===== src/rtl/uart_rx.sv =====
// UART receiver: 8 data bits LSB first, even parity, one stop bit.
// The line is double-flopped and each bit is sampled at mid-bit by a baud counter.
module uart_rx #(
    parameter int CLOCK_FREQ = 27000000,
    parameter int BAUD_RATE  = 1000000
) (
    input  logic       clk,
    input  logic       rst,
    input  logic       rx,
    output logic [7:0] data_out,
    output logic       data_valid,
    output logic       parity_err,
    output logic       frame_err,
    output logic       busy
);

    localparam int DIVIDER = CLOCK_FREQ / BAUD_RATE;
    localparam int HALF    = DIVIDER / 2;
    localparam int CW      = $clog2(DIVIDER);
    localparam logic [CW-1:0] LastCnt = CW'(DIVIDER - 1);
    localparam logic [CW-1:0] HalfCnt = CW'(HALF - 1);

    typedef enum logic [2:0] {
        IDLE,
        START,
        DATA,
        PARITY,
        STOP
    } state_t;

    state_t          state_q, state_d;
    logic            sync1_q, rxS_q, rxPrev_q;
    logic [CW-1:0]   baudCnt_q, baudCnt_d;
    logic [2:0]      bitIdx_q, bitIdx_d;
    logic [7:0]      shift_q, shift_d;
    logic            parity_q, parity_d;
    logic [7:0]      dataOut_q, dataOut_d;
    logic            valid_q, valid_d;
    logic            perr_q, perr_d;
    logic            ferr_q, ferr_d;

    // Synchroniser and edge history idle high so reset never looks like a start edge.
    always_ff @(posedge clk or negedge rst) begin
        if (!rst) begin
            sync1_q  <= 1'b1;
            rxS_q    <= 1'b1;
            rxPrev_q <= 1'b1;
        end else begin
            sync1_q  <= rx;
            rxS_q    <= sync1_q;
            rxPrev_q <= rxS_q;
        end
    end

    always_ff @(posedge clk or negedge rst) begin
        if (!rst) begin
            state_q   <= IDLE;
            baudCnt_q <= '0;
            bitIdx_q  <= '0;
            shift_q   <= '0;
            parity_q  <= 1'b0;
            dataOut_q <= '0;
            valid_q   <= 1'b0;
            perr_q    <= 1'b0;
            ferr_q    <= 1'b0;
        end else begin
            state_q   <= state_d;
            baudCnt_q <= baudCnt_d;
            bitIdx_q  <= bitIdx_d;
            shift_q   <= shift_d;
            parity_q  <= parity_d;
            dataOut_q <= dataOut_d;
            valid_q   <= valid_d;
            perr_q    <= perr_d;
            ferr_q    <= ferr_d;
        end
    end

    always_comb begin
        state_d   = state_q;
        bitIdx_d  = bitIdx_q;
        shift_d   = shift_q;
        parity_d  = parity_q;
        dataOut_d = dataOut_q;
        valid_d   = 1'b0;
        perr_d    = perr_q;
        ferr_d    = ferr_q;

        unique case (state_q)
            IDLE: begin
                if (rxPrev_q && !rxS_q) state_d = START;
            end
            START: begin
                if (baudCnt_q == HalfCnt) begin
                    bitIdx_d = '0;
                    state_d  = rxS_q ? IDLE : DATA;
                end
            end
            DATA: begin
                if (baudCnt_q == LastCnt) begin
                    shift_d  = {rxS_q, shift_q[7:1]};
                    bitIdx_d = bitIdx_q + 3'd1;
                    if (bitIdx_q == 3'd7) state_d = PARITY;
                end
            end
            PARITY: begin
                if (baudCnt_q == LastCnt) begin
                    parity_d = rxS_q;
                    state_d  = STOP;
                end
            end
            STOP: begin
                if (baudCnt_q == LastCnt) begin
                    dataOut_d = shift_q;
                    perr_d    = parity_q != (^shift_q);
                    ferr_d    = ~rxS_q;
                    valid_d   = 1'b1;
                    state_d   = IDLE;
                end
            end
            default: state_d = IDLE;
        endcase
    end

    // The counter also wraps at the bit boundary so DATA can sample eight times in one state.
    always_comb begin
        baudCnt_d = baudCnt_q + 1'b1;
        if (state_q == IDLE || state_d != state_q || baudCnt_q == LastCnt) baudCnt_d = '0;
    end

    assign data_out   = dataOut_q;
    assign data_valid = valid_q;
    assign parity_err = perr_q;
    assign frame_err  = ferr_q;
    assign busy       = (state_q != IDLE);

endmodule

===== config.mk =====
export PLATFORM = sky130hd
export DESIGN_NAME = uart_rx
export DESIGN_NICKNAME = d
export VERILOG_FILES = /design/src/rtl/uart_rx.sv
export SDC_FILE = /design/constraint.sdc
export NUM_CORES = 1
export LEC_CHECK = 0
export CORE_MARGIN = 2
export CORE_UTILIZATION = 25
export CTS_BUF_LIST = sky130_fd_sc_hd__clkbuf_2 sky130_fd_sc_hd__clkbuf_4 sky130_fd_sc_hd__clkbuf_8
export CTS_CLUSTER_DIAMETER = 150
export DETAILED_ROUTE_END_ITERATION = 10
export GPL_TIMING_DRIVEN = 0
export SLEW_MARGIN = 10
export SYNTH_ARGS = -nofsm -noshare
export SYNTH_HDL_FRONTEND = slang
export SYNTH_SLANG_ARGS = --single-unit

===== constraint.sdc =====
create_clock -name clk -period 1.8 [get_ports clk]
set_input_delay 0.36 -clock clk [delete_from_list [all_inputs] [get_ports clk]]
set_output_delay 0.36 -clock clk [all_outputs]
set_load 0.05 [all_outputs]

Word-level counts from Yosys, hierarchy flattened
Cells that the tools add are included.
{"block": "word_totals", "in_bits": 3, "word_cells": 52, "output_inout_bits": 12, "reg_bits": 34}
{"block": "classes", "reduce_logical": 12, "n_addsub": 2, "eq_ne": 11, "muxes": 14, "n_bitwise": 1}
{"op": "$mux 3", "n": 8}
{"op": "$pmux 3 s5", "n": 1}
{"op": "$reduce_xor 8->1", "n": 1}
{"op": "$eq 3x2->1 const B", "n": 2}
{"op": "$eq 3x3->1 const B", "n": 2}
{"op": "$pmux 3 s2", "n": 1}
{"op": "$reduce_and 2->1", "n": 3}
{"op": "$add 5x1->5 const B", "n": 1}
{"op": "$eq 5x4->1 const B", "n": 1}
{"op": "$eq 5x5->1 const B", "n": 1}
{"op": "$mux 5", "n": 1}
{"op": "$ne 2x2->1 const B", "n": 2}
{"op": "$add 3x1->3 const B", "n": 1}
{"op": "$eq 3x1->1 const B", "n": 1}
{"op": "$logic_not 3->1", "n": 1}
{"op": "$ne 3x3->1", "n": 1}
{"op": "$reduce_and 3->1", "n": 1}
{"op": "$reduce_bool 3->1", "n": 1}
{"op": "$logic_or 1x1->1", "n": 2}
{"op": "$mux 1", "n": 2}
{"op": "$mux 2", "n": 1}
{"op": "$reduce_bool 2->1", "n": 1}
{"op": "$logic_and 1x1->1", "n": 1}
{"op": "$logic_not 1->1", "n": 1}
{"op": "other kinds (2)", "n": 2}

Logic depth before layout (Yosys ltp)
{"block": "depth", "word_depth": 8, "mapped_depth": 7, "ltp_nobuf": 6}

Least setup slack after synthesis
Ideal clock, no wire load.
{"block": "synth_path", "kind": "reg-to-reg", "from": "register baudCnt_q[0]", "to": "register shift_q[0]", "synth_period_minus_slack_ns": 1.851, "n_path_buf": 1, "arrival_ns": 1.726, "setup_ns": 0.125, "stages_incl_launch_ff": 8, "required_time_ns": 1.675, "slack_ns": -0.051, "cell_sequence": "dfrtp_1 -> inv_1 -> ha_1 -> nand4b_4 -> nor3b_4 -> and2b_1 -> buf_6 -> mux2_2"}
{"block": "synth_via", "elab_chain_cells": 2}
{"element": "start: declaration", "line_no": "33", "text": "logic [CW-1:0] baudCnt_q, baudCnt_d;"}
{"element": "start signal: assignment", "line_no": "68", "text": "baudCnt_q <= baudCnt_d;"}
{"element": "$eq 5x5->1", "line_no": "100", "text": "if (baudCnt_q == LastCnt) begin"}
{"element": "$reduce_and 2->1 (no source line)"}
{"element": "end signal: assignment", "line_no": "70", "text": "shift_q <= shift_d;"}
{"element": "end: declaration", "line_no": "35", "text": "logic [7:0] shift_q, shift_d;"}
Every way passes these cells.
A chain may end at the register's enable or synchronous reset.

Final worst setup path
{"block": "layout_path", "from": "register state_q[1]", "to": "output busy"}
{"block": "layout_via", "elab_chain_cells": 1}
{"element": "start: declaration", "line_no": "31", "text": "state_t state_q, state_d;"}
{"element": "start signal: assignment", "line_no": "67", "text": "state_q <= state_d;"}
{"element": "$reduce_bool 3->1", "line_no": "135", "text": "assign busy = (state_q != IDLE);"}
{"element": "end: declaration", "line_no": "14", "text": "output logic busy"}
Every way passes these cells.

==> flow_metrics.tcl <==
set metrics [dict create \
    share_comb_of_total_power 0.203 \
    yosys.area.top_type "dfrtp_1" \
    nets 153 \
    reg2reg_slack_ns 0.09 \
    ir_worst_vdd_uv 447.5 \
    vias_per_cell 4.339 \
    seq_area_frac_synth 0.5499 \
    synth_area_um2 1554 \
    clk_pin_slew_ns 0.07 \
    synth_most_common_cell "dfrtp_1" \
    drt_pre_antenna_iters 4 \
    fin_cells 221 \
    power_frac_clock 0.378 \
    overflow 0 \
    ys_seq_elements 34 \
    finalHoldViolCount 0 \
    critPathRequiredTime_ns 1.44 \
    netlist_top_cells_area "dfrtp_1 (50%), mux2_2 (12%), dfstp_2 (5.1%), ha_1 (4.0%), xnor2_1 (3.4%)" \
    slew_violations 0 \
    netlist_top_cells_count "dfrtp_1 (31), mux2_2 (17), nand2_1 (9)" \
    syn_to_final_growth_pct 29.15 \
    maxCapViolations 0 \
    cts_tree "built" \
    yosys_most_used_dff "dfrtp_1" \
    cts_buffer_depth 2 \
    dp_hpwl_mm 1.748 \
    crit_path_max_incr_delay_ns 0.39 \
    period_share 0.9761 \
    core_um2 5956 \
    cts_hold_buf 0 \
    dp_cells 210 \
    cts_root_buffer "clkbuf_8" \
    synth_fp_nets 129 \
    grt_pass1_wl_mm 4.588 \
    synthArstFlopShare 1.000 \
    fp.dieArea_um2 6862 \
    r2r_start "baudCnt_q[0]" \
    worst_pin_slew_ns 0.7658 \
    portBuffers 14 \
    die_width_um 82.84 \
    crit_family "simple AND/OR/NAND/NOR gates" \
    yosys_warnings 0 \
    drc 0 \
    crit_path_start_kind "register" \
    rsz0062_at_grt "no" \
    start_util 0.2609 \
    syn_area_per_cell_um2 12.84 \
    grt_max_degree 35 \
    first_iter_violations 69 \
    cts_buffers 5 \
    clock-sinks 34 \
    grt_pass1_vias 974 \
    rows 28 \
    gp_congestion 0.6726 \
    worstPathCellList "clkbuf_4, or3_4, buf_6" \
    diodes 0 \
    ys_types 31 \
    crit_fanout 10 \
    hp-class "in2async" \
    wl_per_cell_um 12.21 \
    synthCells 121 \
    wl_mm 2.699 \
    cp-end-kind "output pin" \
    die_y_um 82.84 \
    clock_skew_ns 0.007008 \
    htree_num_levels 2 \
    crit_arrival_ns 1.40 \
    ant_nets 0 \
    p_switching_uw 626.0 \
    power_density_nw_per_um2 1107 \
    fin_crit_ns 1.757 \
    vias 959 \
    cpMaxStageDelayCell "or3_4" \
    setup-violations-final 0 \
    drive_above_1_share 0.3082 \
    worstRegToRegCells 7 \
    seqPwrFrac 0.419 \
    clk_latency_ns 0.28 \
    path_buf_inv 2 \
    io_pins 15 \
    synth_top_area_frac 0.4992 \
    fin_setup_tns_ns 0 \
    timing.rr.end "shift_q[2]" \
    fmax_mhz 569.2 \
    slew_headroom 0.4895 \
    synth_edf_count 0 \
    p_leak_nw 1.019 \
    outcome "finished, final reports clean" \
    p_sw_frac 0.2819 \
    p_int_mw 1.595 \
    antenna_found_initial 0 \
    crit_type "reg2out" \
    grt_use_total 0.08176 \
    fillers 602 \
]
layout by cell type, fill, tap and decap left out, types with 2 or more instances in the layout:
cell,netlist,layout
nand2_1,9,9
clkbuf_8,0,5
mux2i_1,2,2
ha_1,5,4
buf_4,0,5
mux2_4,0,8
buf_6,1,2
nor2_1,8,8
inv_1,4,3
xor2_1,4,4
and4b_1,2,2
o22ai_1,3,3
o21ai_0,4,4
clkdlybuf4s50_1,0,2
mux2_2,17,9
nand3_1,4,3
dlygate4sd2_1,0,9
dfstp_2,3,3
xnor2_1,6,6
dfrtp_1,31,30
bufinv_16,0,2
through the flow:
stage	worst slack [ns]	utilization	hold WS, ns	area, um^2	power (mW)
2_1_floorplan	-0.01861	-	0.06441	1556	1.217
3_3_place_gp	-0.4156	0.3006	0.3460	1790	1.317
3_5_place_dp	-0.2727	0.2998	0.3472	1785	1.322
4_1_cts	0.004918	0.3235	0.1762	1927	2.186
5_1_grt	0.001089	0.3370	0.1927	2007	2.342
6_report	0.04306	0.3370	0.1424	2007	2.221
registers in the layout, indices dropped and copies added, names as in the netlist:
name / cells
bitIdx_q: 3
rxPrev_q: 1
sync1_q: 1
frame_err: 1
data_valid: 1
parity_err: 1
rxS_q: 1
state_q: 3
shift_q: 8
data_out: 8
parity_q: 1
baudCnt_q: 5
power groups by stage:
stage          Combinational, mW  Sequential, mW  Clock (mW)
3_5_place_dp               0.382           0.940           0
5_1_grt                    0.506           0.941       0.895
2_1_floorplan              0.298           0.919           0
3_3_place_gp               0.378           0.939           0
6_report                   0.450           0.932       0.840
4_1_cts                    0.408           0.920       0.858
worst max path at each step:
stage / start / slack, ns / depth (start not counted) / endpoint
6_report: state_q[1] / 0.04 / 3 / busy
3_5_place_dp: state_q[2] / -0.27 / 3 / busy
5_1_grt: baudCnt_q[0] / 0.001 / 7 / shift_q[0]
3_3_place_gp: rst / -0.42 / 1 / data_out[4]
2_1_floorplan: baudCnt_q[0] / -0.02 / 7 / shift_q[0]
4_1_cts: baudCnt_q[0] / 0.005 / 7 / shift_q[4]
layer usage:
metal	vias to the layer above	track usage	wire, um
met2	15	0.1283	1295
met3	4	0.02187	73
met5	-	0	0
met1	471	0.1041	1278
met4	0	0.04024	52
li1	469	-	-
layout make-up:
| cell class | instances | area (um^2) | area share |
|---|---|---|---|
| Sequential cell | 34 | 855.8 | 0.4264 |
| Inverter | 4 | 15.01 | 0.007481 |
| Tap cell | 75 | 93.84 | 0.04676 |
| Multi-Input combinational cell | 78 | 716.9 | 0.3572 |
| Buffer | 4 | 30.03 | 0.01496 |
| Clock buffer | 5 | 68.82 | 0.03429 |
| Timing Repair Buffer | 18 | 157.7 | 0.07855 |
| Clock inverter | 3 | 68.82 | 0.03429 |
logic make-up after synthesis:
family / Yosys count / share of synthesized area
buffers and inverters: 9 / 0.02737
DFF: 34 / 0.5499
AOI/OAI and AO/OA: 11 / 0.04671
xor gates and xnor gates: 11 / 0.07085
and+or+nand+nor: 32 / 0.1288
adders and majority gates: 5 / 0.04026
muxes: 19 / 0.1361
what timing repair did:
item / CTS / global route
pin swaps: 1 / 1
setup buffers: 2 / 2
setup endpoints to repair: 28 / 21
cloned: 0 / 0
gates resized for setup: 18 / 16
No activity file was read; power rests on OpenSTA's default activity.
==> RTL change (same settings) <==
Change the parameter `BAUD_RATE` from 1000000 to 2000000.
--- a/src/rtl/uart_rx.sv
+++ b/src/rtl/uart_rx.sv
@@ -2,7 +2,7 @@
 // The line is double-flopped and each bit is sampled at mid-bit by a baud counter.
 module uart_rx #(
     parameter int CLOCK_FREQ = 27000000,
-    parameter int BAUD_RATE  = 1000000
+    parameter int BAUD_RATE  = 2000000
 ) (
     input  logic       clk,
     input  logic       rst,
Formal check against the unedited RTL: not equivalent (Yosys sat finds a counterexample within 10 cycles, from zero or initial values and one cycle with rst low).
==> RTL change against the original RTL <==
Area after synthesis shrank 0.16%; routed wire length decreased by 1.1%; worst hold slack worse by 7.2 ps; sequential cell count shrank 1; final area decreased by 2.7%; clock power fell by 3.0%; power down 0.74%; core utilization fell by 0.90 points; worst setup slack better by 8.4 ps; non-clock buffer count increased by 2; via count increased by 1.4%; largest cell class unchanged.
==> RTL change: results (changes against the original RTL) <==
\begin{tabular}{lr}
\hline
Metric & Value \\
\hline
\multicolumn{2}{l}{\textbf{Synthesis}} \\
Sequential element share of the synthesized area & 53.47\% (-1.5 points) \\
Netlist cell types & 34 (+9.7\%) \\
Net count of the mapped netlist & 136 (+5.4\%) \\
Commonest cells in the netlist & sky130\_fd\_sc\_hd\_\_dfrtp\_1, sky130\_fd\_sc\_hd\_\_inv\_1, sky130\_fd\_sc\_hd\_\_mux2\_2 \\
Dominant cells by area after synthesis & sky130\_fd\_sc\_hd\_\_dfrtp\_1, sky130\_fd\_sc\_hd\_\_mux2\_2, sky130\_fd\_sc\_hd\_\_dfstp\_2 \\
\multicolumn{2}{l}{\textbf{Placement}} \\
Total cell area at the placement stage & 1780 um2 (-0.28\%) \\
Worst slack at placement & -289.2 ps (-16.48 ps) \\
Post-DP HPWL & 1832 um (+4.8\%) \\
Placer Congestion & 0.8327 (+24\%) \\
Total placed cells including tap cells & 217 (+3.3\%) \\
\multicolumn{2}{l}{\textbf{Routing}} \\
Vias per cell & 4.282 (-1.3\%) \\
1st-iter DRT viols & 30 (-57\%) \\
Avg WL per Cell & 11.75 um (-3.8\%) \\
Number of detailed-route iterations in the first pass & 3 (-1) \\
\multicolumn{2}{l}{\textbf{Outcome}} \\
Outcome & finished clean \\
\multicolumn{2}{l}{\textbf{Pwr}} \\
Psw & 0.5973 mW (-4.6\%) \\
Leakage power total & 1.016 nW (-0.27\%) \\
Overall power of the completed layout & 2.204 mW (-0.74\%) \\
Peak supply drop & 0.5335 mV (+19\%) \\
Clk network pwr share & 37.0\% (-0.8 points) \\
\multicolumn{2}{l}{\textbf{Layout}} \\
Number of non-filler instances in the completed layout & 227 (+2.7\%) \\
Layout filler cell count & 633 (+5.1\%) \\
Multi-input gate area & 638.1 um2 (-11\%) \\
Number of nets in the final layout & 159 (+3.9\%) \\
Layout cells sized above 1 & 27.63\% (-3.2 points) \\
\multicolumn{2}{l}{\textbf{Worst setup path}} \\
Launch point of the worst path & state\_q[0] \\
Reg2Reg Depth & 5 (-2) \\
Critical R2R Capture & data\_out[4] \\
\multicolumn{2}{l}{\textbf{GRT}} \\
Largest net degree at the start of global routing & 34 (-2.9\%) \\
Total track usage & 9.164\% (+0.99 points) \\
\multicolumn{2}{l}{\textbf{Timing}} \\
Smallest hold slack & 135.2 ps (-7.165 ps) \\
Slew Limit Headroom & 51.37\% (+2.4 points) \\
Maximum operating frequency & 0.5719 GHz (+0.48\%) \\
Worst clock skew on the final layout & 8.540 ps (+1.532 ps) \\
\hline
\end{tabular}
==> RTL change: worst min-delay path by stage <==
stage | start | to | cells past startpoint
6_report | rst | data_out[0] | 1
5_1_grt | rst | data_out[0] | 1
4_1_cts | rst | data_out[0] | 1
3_5_place_dp | sync1_q | rxS_q | 0
3_3_place_gp | sync1_q | rxS_q | 0
2_1_floorplan | rst | baudCnt_q[0] | 0
==> RTL change: cell type report <==
cell class | instances | area share (%)
buffer | 7 | 3.011
clock buffer | 5 | 3.523
clock inverter | 3 | 3.331
inverter | 11 | 2.114
multi-input combinational | 76 | 32.67
sequential | 33 | 42.47
tap | 75 | 4.805
timing repair buffer | 17 | 8.072
==> RTL change: critical path: stages, from the launching register on <==
cell and delay, ps:
sky130_fd_sc_hd__dfrtp_1 400, sky130_fd_sc_hd__clkbuf_8 170, sky130_fd_sc_hd__or3_4 390, sky130_fd_sc_hd__buf_6 160
==> RTL change: logic make-up (layout without fill, tap and decap cells) <==
kind of cell | after synthesis | count (layout) | share of synthesized area, %
AOI/OAI and AO/OA | 18 | 18 | 7.419
xor gates and xnor gates | 9 | 9 | 5.968
adders and majority gates | 5 | 5 | 4.032
buffers and inverters | 19 | 43 | 6.532
DFF | 33 | 33 | 53.47
muxes | 15 | 15 | 12.10
and+or+nand+nor | 29 | 29 | 10.48
==> RTL change: timing repair <==
item	CTS	global route
gates resized for setup	18	9
endpoints found under the setup margin	19	12
pin swaps	2	2
endpoints found under the hold margin	0	0
buffers inserted	1	2
==> RTL change: per-layer routing <==
layer  vias to the layer above  track usage (%)  wire (um)  share of wire [%]
met5                         -                0          0                  0
met4                         0            3.443         29                1.1
met3                         5            3.788        148                5.5
met2                        17            14.52       1261                 47
met1                       468            11.15       1229                 46
li1                        482                -          -                  -
